<file path="config.mk">
export PLATFORM = sky130hd
export DESIGN_NAME = alu_seq
export DESIGN_NICKNAME = d
export VERILOG_FILES = /design/src/rtl/alu_pkg.sv /design/src/rtl/alu_comb.sv /design/src/rtl/alu_seq.sv
export SDC_FILE = /design/constraint.sdc
export NUM_CORES = 1
export LEC_CHECK = 0
export BUFFER_PORTS_ARGS = -buffer_cell sky130_fd_sc_hd__buf_4
export CAP_MARGIN = 30
export CORE_UTILIZATION = 45
export CTS_BUF_LIST = sky130_fd_sc_hd__clkbuf_4
export DETAILED_ROUTE_END_ITERATION = 7
export PLACE_DENSITY = 0.7
export SLEW_MARGIN = 15
export SYNTH_ARGS = -nofsm -noshare
export SYNTH_HDL_FRONTEND = slang
export SYNTH_SLANG_ARGS = --single-unit
</file>
<file path="constraint.sdc">
create_clock -name clk -period 14.4 [get_ports clk]
set_clock_uncertainty 0.15 [all_clocks]
set_input_delay 0.72 -clock clk [delete_from_list [all_inputs] [get_ports clk]]
set_output_delay 0.72 -clock clk [all_outputs]
set_load 0.01 [all_outputs]
</file>
<file path="src/rtl/alu_pkg.sv">
// Shared encodings for the handshaked sequential ALU.
// Command codes, controller states and flag defaults.
package alu_pkg;

  typedef enum logic [3:0] {
    ALU_ADD   = 4'd0,
    ALU_SUB   = 4'd1,
    ALU_XOR   = 4'd2,
    ALU_SLT   = 4'd3,
    ALU_AND   = 4'd4,
    ALU_NAND  = 4'd5,
    ALU_NOR   = 4'd6,
    ALU_OR    = 4'd7,
    ALU_SLL   = 4'd8,
    ALU_SRL   = 4'd9,
    ALU_SRA   = 4'd10,
    ALU_MULTU = 4'd11
  } alu_cmd_e;

  typedef enum logic [1:0] {
    IDLE = 2'd0,
    BUSY = 2'd1,
    DONE = 2'd2
  } alu_state_e;

  localparam logic FLAG_CLR = 1'b0;
  localparam logic [3:0] CMD_LAST_ALU = 4'd7;
  localparam logic [3:0] CMD_LAST = 4'd11;

endpackage

</file>
<file path="src/rtl/alu_comb.sv">
// Single-cycle datapath for ADD..OR.
// SUB and SLT share the A+~B+1 adder.
module alu_comb
  import alu_pkg::*;
#(
  parameter int WIDTH = 32
) (
  input  logic [WIDTH-1:0] a_i,
  input  logic [WIDTH-1:0] b_i,
  input  logic [3:0]       op_i,
  output logic [WIDTH-1:0] res_o,
  output logic             carry_o,
  output logic             ovf_o
);

  localparam int M = WIDTH - 1;

  logic [WIDTH:0] add_w;
  logic [WIDTH:0] sub_w;
  logic           add_ovf;
  logic           sub_ovf;

  assign add_w = {1'b0, a_i} + {1'b0, b_i};
  assign sub_w = {1'b0, a_i} + {1'b0, ~b_i}
               + {{WIDTH{1'b0}}, 1'b1};
  assign add_ovf = (a_i[M] == b_i[M])
                && (add_w[M] != a_i[M]);
  assign sub_ovf = (a_i[M] != b_i[M])
                && (sub_w[M] != a_i[M]);

  always_comb begin
    res_o   = '0;
    carry_o = FLAG_CLR;
    ovf_o   = FLAG_CLR;
    case (op_i)
      ALU_ADD: begin
        res_o   = add_w[M:0];
        carry_o = add_w[WIDTH];
        ovf_o   = add_ovf;
      end
      ALU_SUB: begin
        res_o   = sub_w[M:0];
        carry_o = sub_w[WIDTH];
        ovf_o   = sub_ovf;
      end
      ALU_XOR:  res_o = a_i ^ b_i;
      ALU_SLT:  res_o = {{M{1'b0}}, sub_w[M] ^ sub_ovf};
      ALU_AND:  res_o = a_i & b_i;
      ALU_NAND: res_o = ~(a_i & b_i);
      ALU_NOR:  res_o = ~(a_i | b_i);
      ALU_OR:   res_o = a_i | b_i;
      default: ;
    endcase
  end

endmodule

</file>
<file path="src/rtl/alu_seq.sv">
// Handshaked ALU: one-cycle logic ops, bit-serial shifts,
// shift-add MULTU; results held in DONE until consumed.
module alu_seq
  import alu_pkg::*;
#(
  parameter int WIDTH = 32
) (
  input  logic             clk,
  input  logic             reset,
  input  logic             in_valid,
  output logic             in_ready,
  input  logic [3:0]       command,
  input  logic [WIDTH-1:0] operandA,
  input  logic [WIDTH-1:0] operandB,
  output logic             out_valid,
  input  logic             out_ready,
  output logic [WIDTH-1:0] result,
  output logic [WIDTH-1:0] result_hi,
  output logic             carryout,
  output logic             overflow,
  output logic             zero,
  output logic             cmd_err
);

  localparam int SHW = $clog2(WIDTH);
  localparam int W2  = 2 * WIDTH;

  alu_state_e         state_q;
  logic [3:0]         op_q;
  logic [W2-1:0]      acc_q;
  logic [WIDTH-1:0]   mcand_q;
  logic [SHW-1:0]     shcnt_q;
  logic [SHW:0]       mcnt_q;
  logic [WIDTH-1:0]   res_q;
  logic [WIDTH-1:0]   hi_q;
  logic               carry_q;
  logic               ovf_q;
  logic               zero_q;
  logic               err_q;

  logic               accept;
  logic [WIDTH-1:0]   comb_res;
  logic               comb_c;
  logic               comb_o;
  logic [SHW-1:0]     shamt;
  logic               is_err;
  logic               is_alu;
  logic               is_sft0;
  logic               is_sftn;
  logic               is_mul;
  logic [WIDTH:0]     sum_w;
  logic [W2-1:0]      mul_d;
  logic [WIDTH-1:0]   sh_d;

  alu_comb #(.WIDTH(WIDTH)) u_comb (
    .a_i     (operandA),
    .b_i     (operandB),
    .op_i    (command),
    .res_o   (comb_res),
    .carry_o (comb_c),
    .ovf_o   (comb_o)
  );

  assign in_ready  = (state_q == IDLE)
                  || (state_q == DONE && out_ready);
  assign accept    = in_valid && in_ready;
  assign out_valid = (state_q == DONE);

  assign shamt   = operandB[SHW-1:0];
  assign is_err  = command > CMD_LAST;
  assign is_alu  = command <= CMD_LAST_ALU;
  assign is_mul  = command == ALU_MULTU;
  assign is_sft0 = !is_err && !is_alu && !is_mul
                && (shamt == '0);
  assign is_sftn = !is_err && !is_alu && !is_mul
                && (shamt != '0);

  // acc_q holds {partial hi, remaining multiplier}
  always_comb begin
    sum_w = {1'b0, acc_q[W2-1:WIDTH]}
          + (acc_q[0] ? {1'b0, mcand_q} : '0);
    mul_d = {sum_w, acc_q[WIDTH-1:1]};
    case (op_q)
      ALU_SLL: sh_d = {acc_q[WIDTH-2:0], 1'b0};
      ALU_SRL: sh_d = {1'b0, acc_q[WIDTH-1:1]};
      default: sh_d = {acc_q[WIDTH-1], acc_q[WIDTH-1:1]};
    endcase
  end

  always_ff @(posedge clk or posedge reset) begin
    if (reset) begin
      state_q <= IDLE;
      op_q    <= '0;
      acc_q   <= '0;
      mcand_q <= '0;
      shcnt_q <= '0;
      mcnt_q  <= '0;
      res_q   <= '0;
      hi_q    <= '0;
      carry_q <= FLAG_CLR;
      ovf_q   <= FLAG_CLR;
      zero_q  <= FLAG_CLR;
      err_q   <= FLAG_CLR;
    end else begin
      case (state_q)
        BUSY: begin
          if (op_q == ALU_MULTU) begin
            acc_q  <= mul_d;
            mcnt_q <= mcnt_q - 1'b1;
            if (mcnt_q == (SHW+1)'(1)) begin
              res_q   <= mul_d[WIDTH-1:0];
              hi_q    <= mul_d[W2-1:WIDTH];
              zero_q  <= (mul_d == '0);
              carry_q <= FLAG_CLR;
              ovf_q   <= FLAG_CLR;
              err_q   <= FLAG_CLR;
              state_q <= DONE;
            end
          end else begin
            acc_q[WIDTH-1:0] <= sh_d;
            shcnt_q <= shcnt_q - 1'b1;
            if (shcnt_q == SHW'(1)) begin
              res_q   <= sh_d;
              hi_q    <= '0;
              zero_q  <= (sh_d == '0);
              carry_q <= FLAG_CLR;
              ovf_q   <= FLAG_CLR;
              err_q   <= FLAG_CLR;
              state_q <= DONE;
            end
          end
        end
        DONE: if (out_ready) state_q <= IDLE;
        default: ;
      endcase
      if (accept) begin
        op_q <= command;
        unique case (1'b1)
          is_err: begin
            res_q   <= '0;
            hi_q    <= '0;
            carry_q <= FLAG_CLR;
            ovf_q   <= FLAG_CLR;
            zero_q  <= FLAG_CLR;
            err_q   <= 1'b1;
            state_q <= DONE;
          end
          is_alu: begin
            res_q   <= comb_res;
            hi_q    <= '0;
            carry_q <= comb_c;
            ovf_q   <= comb_o;
            zero_q  <= (comb_res == '0) && !comb_o;
            err_q   <= FLAG_CLR;
            state_q <= DONE;
          end
          is_sft0: begin
            res_q   <= operandA;
            hi_q    <= '0;
            carry_q <= FLAG_CLR;
            ovf_q   <= FLAG_CLR;
            zero_q  <= (operandA == '0);
            err_q   <= FLAG_CLR;
            state_q <= DONE;
          end
          is_sftn: begin
            acc_q   <= {{WIDTH{1'b0}}, operandA};
            shcnt_q <= shamt;
            state_q <= BUSY;
          end
          is_mul: begin
            acc_q   <= {{WIDTH{1'b0}}, operandB};
            mcand_q <= operandA;
            mcnt_q  <= (SHW+1)'(WIDTH);
            state_q <= BUSY;
          end
        endcase
      end
    end
  end

  assign result    = res_q;
  assign result_hi = hi_q;
  assign carryout  = carry_q;
  assign overflow  = ovf_q;
  assign zero      = zero_q;
  assign cmd_err   = err_q;

endmodule

</file>
==> metrics.txt, run 1 <==
clock power share=between 10 and 15%; failing checks=design-rule violations; Skew-Pair Late Insertion Delay=about 630 ps; Die H=195.6 um; Fin. Hold Viols=0; maximum vdd ir drop=64.94 uV; area grow syn2layout=10.35%; vias per inst=6.627; final core utilization=between 50 and 60%; Worst-Margin Slew=between 900 and 1000 ps; switch share=a little under half; Hold WC Path Type=in2async; CP bufs+invs=2; CTS buffer count=17; Post-synth ARST share=between 90% and 100%; Post-Syn Area=between 15000 and 20000 um2; min Tclk post-route=5772 ps; worst reg2reg path startpoint=acc_q[0]; Switch Pwr=between 0.001 and 0.0015 W; EDFF count, synth=0; CTS resizes=0; combinational share of power=between 40 and 50%; max incr delay on CP=580 ps; grt total ovfl=0; largest net degree at the start of global routing=between 100 and 150; vias=roughly 17000; die area=between 30000 and 40000 um2; slowest cell on the critical path=nor4_1; final wirelength=between 60000 and 70000 um; Yosys cell types=between 90 and 100; TritonCTS sink count=181; Syn Area/Cell=roughly 8.1 um2; critical path type=in2reg; CP startpoint=operandA[6]; worst endpoint required time=between 10000 and 15000 ps; Maximum Capacitance Violations=0; CTS max path bufs=2; met3 WL=between 5000 and 6000 um; Initial Util=45.87%; CP Max Fanout=13; outcome=finished, violations left; initial DRC count=2035; root buffer cell=clkbuf_4; Synthesis Warnings=0; DR WL/cell=~25 um; Final Setup Violations=0; Reg power frac=36.7%; Rows=70; internal power=between 0.001 and 0.0015 W; clock-pin slew on the worst setup and hold paths=~170 ps; crit end category=register; Slew Viols, Final=0; Highest Signal Layer=met4; vias in the first global route=about 16000; syn nets=around 2300; GRT Resource Usage Total=between 30% and 40%; first-pass GRT wire length=between 90000 and 100000 um; CTS tree=built; initial antenna violation count=2; critical path depth=25; most used flip-flop cell after synthesis=dfrtp_1; Yosys reg bits=between 150 and 200; dpl hpwl=a little under 50000 um; Setup TNS=0 ps; fmax=173.3 MHz; share of layout cells above drive strength 1=between 10% and 20%; Post-Place Cells=roughly 2600; Pre-antenna DRT Iters=8; die width=about 200 um; wl on met1=around 27000 um; post-CTS setup buffers=0; RSZ-0062 raised after global routing=false; total core area=roughly 37000 um2; Post-Synthesis Cells=~2100; Critical Path Start Type=input pin; ANT nets after route=0; Non-Filler Instances=2623; DRC=7; Routability Congestion=approximately 1.0; delay-heaviest family, CP=compound AO/OA/AOI/OAI gates; leak pwr=between 8 and 9 nW; Reg2Reg Depth=16; Final nets=2363; total power=around 0.0024 W; H-Tree Depth=4; Seq/Total Area, Yosys=a little over a quarter; final worst-path cycle share=between 40 and 50%; Fillers=between 3000 and 4000; I/O Buffers=about 140; slew margin rel.=35.54%; Post-CTS Hold Buffers=0; WP data arrival=6190 ps; met2 wire length=~29000 um; dpl ws=just over 8000 ps; worst setup margin=8628 ps; Pwr Density=between 100 and 150 nW/um2; io pins=roughly 140
## stage by stage
step	area (um2)	hold slack, ps
2_1_floorplan	16870	300.9
3_3_place_gp	18170	315.1
3_5_place_dp	18230	326.2
4_1_cts	18570	101.6
5_1_grt	18620	124.6
6_report	18620	66.56
## layout make-up
class,instances,area (um2),share of cell area (%)
timing repair buffer,171,1348,7.238
sequential,181,4529,24.33
clock inverter,14,206.4,1.109
antenna,1,2.502,0.01344
multi-input combinational,1657,11380,61.12
tap,468,585.6,3.145
clock buffer,18,135.1,0.7258
inverter,113,431.7,2.319
## worst reg2reg max path, delay by kind of cell, from the launching register on
kind	cells	cell delay, ps
AO/OA/AOI/OAI	6	1520
XOR/XNOR	1	180
adder cells (fa/ha/maj)	1	330
buffers and inverters	1	230
flip-flops	1	420
AND/OR/NAND/NOR	7	1630
## cell families (layout without fill, tap and decap cells)
group                    count (synthesis)  count (layout)  share of synthesized area, %
multiplexers                           109             109                         6.726
AO/OA/AOI/OAI                          673             673                         26.26
other                                    0               1                             0
AND/OR/NAND/NOR                        650             650                         18.93
buffers and inverters                  252             316                         6.044
XOR/XNOR                                75              75                         3.893
flip-flops                             181             181                         26.84
adder cells (fa/ha/maj)                150             150                         11.30
## layout by cell type, fill, tap and decap left out, types with 20 or more instances in the layout
cell type / instances
a211oi_1: 56
xnor2_1: 61
and2_1: 40
a21oi_1: 244
mux2_2: 34
nor2b_1: 20
nor2_1: 198
mux2i_1: 74
dfrtp_1: 181
nor4_1: 29
nor3_1: 43
o21ai_0: 95
nand4_1: 29
ha_1: 146
a21o_1: 22
inv_1: 112
a22oi_1: 44
a222oi_1: 28
and3_1: 22
nand2_1: 145
buf_4: 166
nand3_1: 39
## path summary, 6_finish.rpt
check | endpoint | slack, ps
max | zero | 8630
min | result_hi[5] | 70
max reg2reg | zero | 9880
min reg2reg | op_q[3] | 350
max in group asynchronous | mcand_q[25] | 12900
min in group clk | acc_q[23] | 190
## synthesized netlist by cell type, drive strengths merged (9+ instances only)
library cell,instances,share of area [%]
a21oi,246,7.3
nor2,203,4.5
dfrtp,181,27
ha,146,11
nand2,146,3.3
inv,113,2.5
clkbuf,105,2.3
o21ai,105,3.1
mux2i,74,4.4
xnor2,61,3.2
a211oi,59,2.7
nor3,48,1.5
a22oi,45,2.0
and2,40,1.5
nand3,39,1.2
mux2,35,2.3
buf,34,1.2
nor4,31,1.2
nand4,29,1.1
a222oi,28,1.7
a21o,22,0.98
and3,22,0.82
nor2b,21,0.78
o211ai,18,0.80
o21bai,15,0.67
a31oi,14,0.52
nand2b,14,0.52
xor2,14,0.73
o31a,12,0.62
or3,12,0.47
o31ai,11,0.49
a2111oi,10,0.67
o21a,9,0.40
or2,9,0.33
## sequential cells by signal, indices dropped and copies added, names as in the netlist
register / cells
acc_q: 64
carryout: 1
cmd_err: 1
mcand_q: 32
mcnt_q: 6
op_q: 4
overflow: 1
result: 32
result_hi: 32
shcnt_q: 5
state_q: 2
zero: 1
## power groups by stage
stage	sequential [W]	combinational, W	clock [W]
after global placement	0.000890	0.00116	0
after floorplan	0.000831	0.000805	0
after global routing	0.000911	0.00131	0.000373
final	0.000898	0.00120	0.000351
after CTS	0.000885	0.00118	0.000353
after detailed placement	0.000895	0.00117	0
## routing by layer
metal	GRT usage [%]	up-vias
li1	-	7751
met1	45.80	8385
met2	52.45	1060
met3	5.112	187
met4	17.67	0
met5	0	-
Note: power is estimated with default switching activity, not from simulation.
==> run 2: changes to the inputs <==
Clock period 14.4 ns to 5.85 ns, I/O delays scaled along.
==> metrics.txt, run 2 (synthesis gave the netlist of run 1 again) <==
Initial Util=45.87% (unchanged); worst setup margin=312.7 ps (-8315 ps); delay-heaviest family, CP=compound AO/OA/AOI/OAI gates; most frequent cells in the layout=a21oi_1, nor2_1, dfrtp_1, buf_4, ha_1; critical path depth=26 (+4.0%); Rows=70 (unchanged); dpl ws=189.7 ps (-7934 ps); failing checks=design-rule violations, negative hold slack; CTS buffer count=17 (unchanged); Die H=195.6 um (unchanged); area grow syn2layout=16.20%; initial DRC count=2053 (+0.88%); reg2reg setup slack=1190 ps (-8690 ps); Post-Place Cells=2603 (+0.58%); CTS max path bufs=2 (unchanged); maximum vdd ir drop=150.4 uV (+130%); Routability Congestion=1.054 (+3.7%); vias per inst=6.474 (-2.3%); CTS tree=built; vias in the first global route=16920 (+4.0%); Final nets=2467 (+4.4%); WP data arrival=5940 ps (-250 ps); worst reg2reg path startpoint=acc_q[21]; RSZ-0062 raised after global routing=false; clock-pin slew on the worst setup and hold paths=160 ps (about the same); Skew-Pair Late Insertion Delay=630 ps (about the same); Slew Viols, Final=0 (unchanged); Final Setup Violations=0 (unchanged); Fin. Hold Viols=20 (+20); Reg2Reg Depth=11 (-5); Critical Path Start Type=input pin; Setup TNS=0 ps (unchanged); worst hold margin=-15.90 ps (-82.46 ps); crit end category=register; dpl hpwl=48380 um (-0.45%); CP endpoint=zero; largest net degree at the start of global routing=132 (+21%); R2R Path End=zero; Worst-Margin Slew=996.5 ps (+53.86 ps); max incr delay on CP=540 ps (-40 ps); TritonCTS sink count=181 (unchanged); DRC=5 (-2); Largest Register=acc_q; die area=38270 um2 (unchanged); I/O Buffers=141 (unchanged); Non-Filler Instances=2727 (+4.0%); post-CTS setup buffers=0 (unchanged); die width=195.6 um (unchanged); final wirelength=65680 um (+0.18%); Maximum Capacitance Violations=0 (unchanged); Pre-antenna DRT Iters=8 (unchanged); total core area=36790 um2 (unchanged); min Tclk post-route=about 5500 ps; CP startpoint=operandB[1]; leak pwr=8.555 nW (+4.6%); outcome=finished, violations left; critical path type=in2reg; final worst-path cycle share=94.66%; GRT Resource Usage Total=34.22% (+0.30 points); ANT nets after route=0 (unchanged); slew margin rel.=33.41% (-2.1 points); root buffer cell=clkbuf_4; worst endpoint required time=6250 ps (-8570 ps); DR WL/cell=24.08 um (-3.6%); CP Max Fanout=5 (-8); first-pass GRT wire length=100600 um (+1.6%); vias=17660 (+1.6%); grt total ovfl=0 (unchanged); initial antenna violation count=4 (+2); io pins=142 (unchanged); slowest cell on the critical path=dlygate4sd3_1; Largest register FFs=64 (unchanged); fmax=between 150 and 200 MHz; leading cell type in the layout, fill and taps excluded=a21oi_1; Hold WC Path Type=in2async; H-Tree Depth=4 (unchanged); share of layout cells above drive strength 1=13.24% (+0.20 points); CP bufs+invs=3 (+1); Pwr Density=309.7 nW/um2 (+140%)
-- run 2: cell count changes in the layout (fill, tap and decap cells not counted), sizes merged --
cell,delta
bufinv,-1
clkbuf,-1
dlygate4sd3,+89
clkinv,-4
clkinvlp,+3
buf,+15
inv,+3
-- run 2: layout make-up --
| cell class | count | area [um2] |
|---|---|---|
| repair buffers | 275 | 2338 |
| multi-input cells | 1657 | 11390 |
| inverters | 113 | 431.7 |
| diodes | 1 | 2.502 |
| fillers | 3453 | 17180 |
| clock inverters | 15 | 198.9 |
| clock buffers | 17 | 127.6 |
| flip-flops and latches | 181 | 4529 |
| well taps | 468 | 585.6 |
-- run 2: worst register-to-register path, stage by stage (launching register included) --
cell,delay (ps)
dfrtp_1,490
or4_1,530
nor4_1,750
nand4_1,210
nor4_1,630
nor4b_1,510
nand4_1,170
nor4_1,340
nand4b_1,140
nor3_1,170
nand4_1,240
a22oi_2,250
-- run 2: what timing repair did --
| item | in CTS | in global routing |
|---|---|---|
| setup endpoints to repair | 0 | 1 |
| hold endpoints to repair | 230 | 0 |
| hold buffers | 89 | 0 |
| resized for setup | 0 | 2 |
-- run 2: how the worst min path moves through the flow --
stage	startpoint	endpoint	slack [ps]	cells past startpoint
global placement	op_q[3]	op_q[3]	310	2
detailed placement	op_q[3]	op_q[3]	320	2
finish	reset	result[3]	-20	3
CTS	command[1]	op_q[1]	130	2
floorplan	operandB[0]	acc_q[0]	280	2
global route	reset	acc_q[1]	9	3
-- run 2: per-layer routing --
metal / global-route usage, % / wire, um
met5: 0 / 18
met4: 15.98 / 3291
met3: 5.838 / 6003
met2: 53.53 / 29250
met1: 45.94 / 27120
-- run 2: metrics by stage --
step	hold slack, ps	total power, W	cell area, um2	util, %
after floorplan	281.6	0.004029	16870	-
after global placement	314.3	0.005036	18280	49.69
after detailed placement	321.1	0.005111	18340	49.85
after CTS	127.4	0.005986	19560	53.16
after global routing	8.657	0.006425	19610	53.30
final	-15.90	0.006071	19610	53.30
-- run 2: report_power, final --
part	internal [W]	total, W	switching [W]
Clock	0.000342	0.000838	0.000496
Sequential	0.00170	0.00221	0.000506
Combinational	0.00125	0.00303	0.00177
Total	0.00330	0.00607	0.00277
